<file path="config.mk">
export PLATFORM = sky130hd
export DESIGN_NAME = fetch_ctrl
export DESIGN_NICKNAME = d
export VERILOG_FILES = /design/src/rtl/fetch_ctrl.sv
export SDC_FILE = /design/constraint.sdc
export NUM_CORES = 1
export LEC_CHECK = 0
export ABC_AREA = 1
export BUFFER_PORTS_ARGS = -buffer_cell sky130_fd_sc_hd__clkbuf_2
export CAP_MARGIN = 40
export CORE_MARGIN = 2
export CORE_UTILIZATION = 57
export CTS_CLUSTER_SIZE = 10
export DETAILED_ROUTE_END_ITERATION = 16
export PLACE_DENSITY = 0.88
export SLEW_MARGIN = 20
export SYNTH_ARGS = -nofsm -noshare
export SYNTH_HDL_FRONTEND = slang
export SYNTH_SLANG_ARGS = --single-unit
</file>
<file path="constraint.sdc">
create_clock -name clk_i -period 6.8 [get_ports clk_i]
set_input_delay 0.34 -clock clk_i [delete_from_list [all_inputs] [get_ports clk_i]]
set_output_delay 0.34 -clock clk_i [all_outputs]
set_load 0.01 [all_outputs]
</file>
<file path="src/rtl/fetch_ctrl.sv">
// Instruction-fetch sequencer: owns the fetch PC, keeps one memory request in flight
// and buffers returned words in a 2-entry queue that feeds the IF/ID register.
module fetch_ctrl #(
   parameter logic [31:0] RESET_PC = 32'd0
) (
   input  logic        clk_i,
   input  logic        rst_i,
   input  logic        stall_i,
   input  logic        redirect_i,
   input  logic [31:0] redirect_pc_i,
   output logic        imem_req_o,
   output logic [31:0] imem_addr_o,
   input  logic        imem_ack_i,
   input  logic [31:0] imem_data_i,
   output logic        valid_o,
   output logic [31:0] pc_o,
   output logic [31:0] inst_o,
   output logic [1:0]  dbg_state_o
);

   typedef enum logic [1:0] {
      S_IDLE = 2'd0,
      S_BUSY = 2'd1,
      S_DROP = 2'd2
   } state_e;

   // Handshake: a request is live while imem_req_o=1 and imem_addr_o is held
   // constant until the cycle imem_ack_i=1; that cycle completes the transfer.
   state_e      state_q, state_d;
   logic [31:0] pc_q, pc_d;
   logic [31:0] pend_q, pend_d;
   logic [1:0]  count_q, count_d;
   logic [31:0] fifo_pc_q   [2];
   logic [31:0] fifo_pc_d   [2];
   logic [31:0] fifo_inst_q [2];
   logic [31:0] fifo_inst_d [2];

   logic       ack;
   logic       pop;
   logic       push;
   logic [1:0] count_nxt;
   logic [1:0] wr_idx;
   logic       credit;

   assign ack       = imem_ack_i & (state_q != S_IDLE);
   assign pop       = valid_o & ~stall_i & ~redirect_i;
   assign push      = ack & (state_q == S_BUSY) & ~redirect_i;
   assign count_nxt = count_q + {1'b0, push} - {1'b0, pop};
   assign wr_idx    = count_q - {1'b0, pop};
   assign credit    = (count_nxt < 2'd2);

   always_comb begin
      state_d        = state_q;
      pc_d           = pc_q;
      pend_d         = pend_q;
      count_d        = count_nxt;
      fifo_pc_d[0]   = fifo_pc_q[0];
      fifo_pc_d[1]   = fifo_pc_q[1];
      fifo_inst_d[0] = fifo_inst_q[0];
      fifo_inst_d[1] = fifo_inst_q[1];

      if (pop) begin
         fifo_pc_d[0]   = fifo_pc_q[1];
         fifo_inst_d[0] = fifo_inst_q[1];
      end
      if (push) begin
         if (wr_idx[0]) begin
            fifo_pc_d[1]   = pc_q;
            fifo_inst_d[1] = imem_data_i;
         end else begin
            fifo_pc_d[0]   = pc_q;
            fifo_inst_d[0] = imem_data_i;
         end
      end

      if (redirect_i) begin
         // The queue is flushed, so there is always credit after a redirect.
         count_d = 2'd0;
         if ((state_q == S_IDLE) || ack) begin
            state_d = S_BUSY;
            pc_d    = redirect_pc_i;
         end else begin
            state_d = S_DROP;
            pend_d  = redirect_pc_i;
         end
      end else begin
         case (state_q)
            S_IDLE: begin
               if (credit) state_d = S_BUSY;
            end
            S_BUSY: begin
               if (ack) begin
                  pc_d    = pc_q + 32'd4;
                  state_d = credit ? S_BUSY : S_IDLE;
               end
            end
            S_DROP: begin
               // Stale word is discarded; resume at the most recent target.
               if (ack) begin
                  pc_d    = pend_q;
                  state_d = credit ? S_BUSY : S_IDLE;
               end
            end
            default: state_d = S_IDLE;
         endcase
      end
   end

   always_ff @(posedge clk_i or posedge rst_i) begin
      if (rst_i) begin
         state_q        <= S_IDLE;
         pc_q           <= RESET_PC;
         pend_q         <= RESET_PC;
         count_q        <= 2'd0;
         fifo_pc_q[0]   <= 32'd0;
         fifo_pc_q[1]   <= 32'd0;
         fifo_inst_q[0] <= 32'd0;
         fifo_inst_q[1] <= 32'd0;
      end else begin
         state_q        <= state_d;
         pc_q           <= pc_d;
         pend_q         <= pend_d;
         count_q        <= count_d;
         fifo_pc_q[0]   <= fifo_pc_d[0];
         fifo_pc_q[1]   <= fifo_pc_d[1];
         fifo_inst_q[0] <= fifo_inst_d[0];
         fifo_inst_q[1] <= fifo_inst_d[1];
      end
   end

   assign imem_req_o  = (state_q != S_IDLE);
   assign imem_addr_o = pc_q;
   assign valid_o     = (count_q != 2'd0);
   assign pc_o        = valid_o ? fifo_pc_q[0] : 32'd0;
   assign inst_o      = valid_o ? fifo_inst_q[0] : 32'd0;
   assign dbg_state_o = state_q;

endmodule

</file>
### Word-level counts from Yosys, hierarchy flattened

Index checks and enable logic that the tools add are counted.

* register bits: 196
* bits in latches: 0
* RAM bits: 0
* memory bits (read-only): 0
* input port bits: 69
* output and inout port bits: 100
* logic and storage cells: 60
* memories: 0

* add/subtract/negate cells: 4
* multiply operators: 0
* divide/modulo/power cells: 0
* order comparisons: 1
* equality and inequality tests: 7
* shift-type cells: 0
* multiplexer cells: 22
* bitwise logic cells: 8
* reductions and logical operators: 10

Operators with widths (count)
* 2-to-1 mux 32 bit: 12
* 2-to-1 mux 64 bit: 2
* one-hot mux 32 bit (2 select lines): 1
* adder 32 x 3 -> 32 bit, second input constant: 1
* 2-to-1 mux 2 bit: 5
* != test 3 bit, second input constant: 3
* AND reduction 2 bit: 3
* bitwise AND 1 bit: 5
* one-hot mux 2 bit (2 select lines): 1
* AND reduction 4 bit: 1
* nonzero test 2 bit: 2
* != test 3 x 1 -> 1 bit, second input constant: 1
* inverter 1 bit: 3
* nonzero test 3 bit: 1
* adder 2 x 1 -> 2 bit: 1
* == test 2 x 1 -> 1 bit, second input constant: 1
* == test 2 bit, second input constant: 1
* zero test 2 bit: 1
* < comparator 2 bit, second input constant: 1
* != test 2 x 1 -> 1 bit, second input constant: 1
* OR reduction 2 bit: 1
* subtractor 2 x 1 -> 2 bit: 1
* logical OR 1 bit: 1
* 2-to-1 mux 1 bit: 1
* subtractor 1 bit: 1

### Depth between registers and ports, before layout

* depth after elaboration: 11
* mapped depth: 18
* gate-level depth less buffers: 16

### Worst setup path before layout

No wires, ideal clock.

* kind: register -> register
* from: reg state_q[0], in the netlist dbg_state_o[0]
* to: reg state_q[0], in the netlist dbg_state_o[0]
* library setup time: 0.116 ns
* arrival time: 2.092 ns
* data required time: 6.684 ns
* setup slack: 4.591 ns
* cell stages (with the launch flop): 17
* buffers on the path: 0
* clock period less this slack: 2.209 ns
* cell sequence: dfrtp_1 inv_1 ha_1 nor2_2 nand3_1 ha_1 inv_1 ha_1 xor2_1 nand2_1 nand2_1 nor2_1 nand2_1 nand2_1 inv_1 nand2_1 nand2_1

* word-level cells in the longest chain between the ends: 11
* elaborated cells between the ends (all ways): 20
* classes of those cells: add/sub: 2; order compare: 1; eq/ne: 4; mux: 5; bitwise: 3; reduce/logical: 5

Ends and longest elaborated chain
* start: declaration: RTL line 29 `state_e state_q, state_d;`
* start signal: assignment: RTL line 120 `state_q <= state_d;`
* nonzero test 2 bit: RTL line 45 `assign ack = imem_ack_i & (state_q != S_IDLE);`
* bitwise AND 1 bit: RTL line 45
* bitwise AND 1 bit (2 in a row): RTL line 47 `assign push = ack & (state_q == S_BUSY) & ~redirect_i;`
* adder 2 x 1 -> 2 bit: RTL line 48 `assign count_nxt = count_q + {1'b0, push} - {1'b0, pop};`
* subtractor 2 x 1 -> 2 bit: RTL line 48
* < comparator 2 bit: RTL line 50 `assign credit = (count_nxt < 2'd2);`
* 2-to-1 mux 1 bit: RTL line 94, 101
* 2-to-1 mux 2 bit: RTL line 92, 99
* one-hot mux 2 bit (2 select lines): RTL line 87 `case (state_q)`
* 2-to-1 mux 2 bit: RTL line 76 `if (redirect_i) begin`

Several ways; a longest one is shown, not always the timed one. The select of a mux whose other input is x is not followed.
A chain may end at the register's enable or synchronous reset.

==> results.md <==
- Mapped Nets: around 1400
- Final setup vio count: 0
- Gr usage total: 0.266
- Hold Path Class: in2reg
- Avg Inst Size Synth: approximately 7.7 µm²
- Post-route minimum period: ~3.3 ns
- Post-DRT Antenna Nets: 0
- CTS Buf Count: 17
- Max_cap viols: 0
- Post-Route M1 WL: 10900 µm
- Final Hold Vio Count: 0
- Layout cells sized above 1: 0.171
- Grt ovf: 0
- Crit path DAT: 3.58 ns
- Clock Skews: 0.0130 ns
- Die area: 18600 µm²
- Num rows: 48
- HP Start: imem_data_i[24]
- H-tree levels: 4
- Final HPWL DP: 16100 µm
- Run status: completed
- Largest net degree at the start of global routing: 120
- Vias: between 8000 and 9000
- Post-route DRC: 0
- Reg2Reg Setup Slack: 3.51 ns
- Non-Filler Instances: roughly 1700
- Actual slew at the worst max-slew pin: 0.712 ns
- Drt initial violations: between 700 and 800
- FF+latch count, synth: 196
- Critical Path Sink Type: register
- RR Startpoint: count_q[0]
- Die height: 136 µm
- Drt pass-1 iters: 5
- Hold path depth: 3
- Cell taking the most area after synthesis: dfrtp_1
- Cell area after synthesis: 10000 µm²
- Clk buf depth: 2
- LEAKAGE: 6.17 nW
- Port Buffers: 168
- CTS tree: yes
- RSZ-0062 raised after global routing: no
- First-pass GRT wire length: 39100 µm
- Synth top area share: 0.491
- Cells on worst reg2reg path: 10
- Root buffer cell: clkbuf_16
- Sequential-to-total area share from yosys stat: 0.491
- Worst-case hold path end point: fifo_inst_q[24]
- Max Used Layer: met4
- Final Cycle Share: 0.483
- Clock sinks: just under 200
- Ant. Diodes: 0
- Synth unique cells: 35
- Commonest non-fill, non-tap cells in the layout: nand2_1 (336), dfrtp_1 (196), inv_1 (177)
- Setup tns final: 0 ns
- CP required: 7.09 ns
- FMAX: between 0.3 and 0.4 GHz
- P&R area growth vs syn: 15.3%
- Max-slew headroom: 0.525
- PD cells: 419 nW/µm²
- Skew-Pair Late Insertion Delay: 0.44 ns
- Wire per inst: ~15 µm
- Vias in the first global route: 7994
- Final max-slew violation count: 0
- CP Launch Type: register
- Die Span X: 136 µm
- CP max FO: 72
- Max IR drop VDD: 245 µV
- Met3 wire len: 1550 µm
- Synthesis Warnings: 0
- Initial antenna violation count: 0
- Reg-to-Reg End: fifo_inst_q[32]
- Layout net count: 1495
- Most common cell after layout, fill and taps aside: nand2_1
- Met2 WL: ~11000 µm
- Post-Syn Instances: 1292
- Routability Congestion: 0.922
- I/O pin total: 169
- Starting Density: 0.580
- Worst-path clk slew: 0.08 ns
- Routed vias/inst: 5.39
- Critical path class: reg2reg
- DP Cell Count: approximately 1600
- Minimum hold slack: roughly 0.13 ns
- Routed WL: 24400 µm
- Largest cells by area after synthesis: dfrtp_1 (49%), nand2_1 (13%), o21ai_1 (7.0%), inv_1 (6.7%), o211ai_1 (5.0%)
- Final Power: 0.00483 W
- Number of cells upsized or downsized after cts: 0
- Core Region: 17200 µm²
## layout make-up
| cell class | instances | area (µm²) |
|---|---|---|
| fill | 1411 | 5700 |
| sequential | 196 | 4900 |
| multi-input combinational | 838 | 4050 |
| timing repair buffer | 182 | 1020 |
| inverter | 184 | 699 |
| clock buffer | 18 | 439 |
| tap | 225 | 282 |
| clock inverter | 14 | 141 |
## critical path: stages (launching register included)
cell and delay (ns):
dfrtp_1 0.44, nor2_4 0.12, buf_4 0.55, inv_2 0.11, nand2_4 0.39, nand2_1 0.19, nand2_1 0.16, nand2_4 0.33
buf_4 0.51, o211ai_1 0.17, o21ai_1 0.09
## routing by layer
| layer | vias to the layer above | track usage |
|---|---|---|
| met1 | 4165 | 0.377 |
| li1 | 4372 | - |
| met5 | - | 0 |
| met4 | 0 | 0.113 |
| met2 | 333 | 0.411 |
| met3 | 59 | 0.0410 |
## sequential cells by signal, summed over array words and instances, names as in the netlist
register and flops:
count_q 2, fifo_inst_q 64, imem_addr_o 32, dbg_state_o 2
pend_q 32, fifo_pc_q 64
## cells by family (layout without fill, tap and decap cells)
kind of cell	after synthesis	after routing	share of synthesized area
DFF	196	196	0.491
AOI/OAI and AO/OA	313	313	0.174
buffers and inverters	258	398	0.109
and+or+nand+nor	512	512	0.212
xor gates and xnor gates	5	5	0.00438
adders and majority gates	7	7	0.00876
muxes	1	1	0.00113
## worst max-delay path by stage
| stage | start | end | slack, ns |
|---|---|---|---|
| after floorplan | rst_i | count_q[0] | 1.12 |
| after global placement | redirect_i | fifo_pc_q[55] | 3.56 |
| after detailed placement | redirect_i | fifo_pc_q[37] | 3.49 |
| after CTS | count_q[0] | fifo_inst_q[28] | 3.50 |
| after global routing | count_q[0] | fifo_pc_q[61] | 3.20 |
| final | count_q[0] | fifo_inst_q[32] | 3.51 |
## synth_stat cells (all sizes together)
cell            n
a21oi          49
mux2            1
xnor2           2
buf            44
inv           182
nor2          115
dlymetal6s2s    1
o21ai         193
a31oi           2
o22ai           1
xor2            3
nand3b          1
nand4           1
nand2         346
o31ai           1
ha              7
dfrtp         196
nand3          48
o211ai         67
clkinv          2
and2            1
clkbuf         29
## power by group
part	switching, W	total, W	internal (W)
Combinational	0.00116	0.00183	0.000670
Sequential	0.000337	0.00201	0.00167
Clock	0.000492	0.000989	0.000497
Total	0.00199	0.00483	0.00284
## per-stage QoR
stage                     setup slack, ns  utilization  instance area, µm²
after floorplan                      1.12            -               10000
after global placement               3.56        0.628               10800
after detailed placement             3.49        0.630               10900
after CTS                            3.50        0.664               11400
after global routing                 3.20        0.669               11500
final                                3.51        0.669               11500
## timing repair
action | 4_1_cts | 5_1_grt
endpoints found under the hold margin | 0 | 6
hold buffers | 0 | 1
setup buffers | 0 | 0
(Power assumes the default switching activity.)
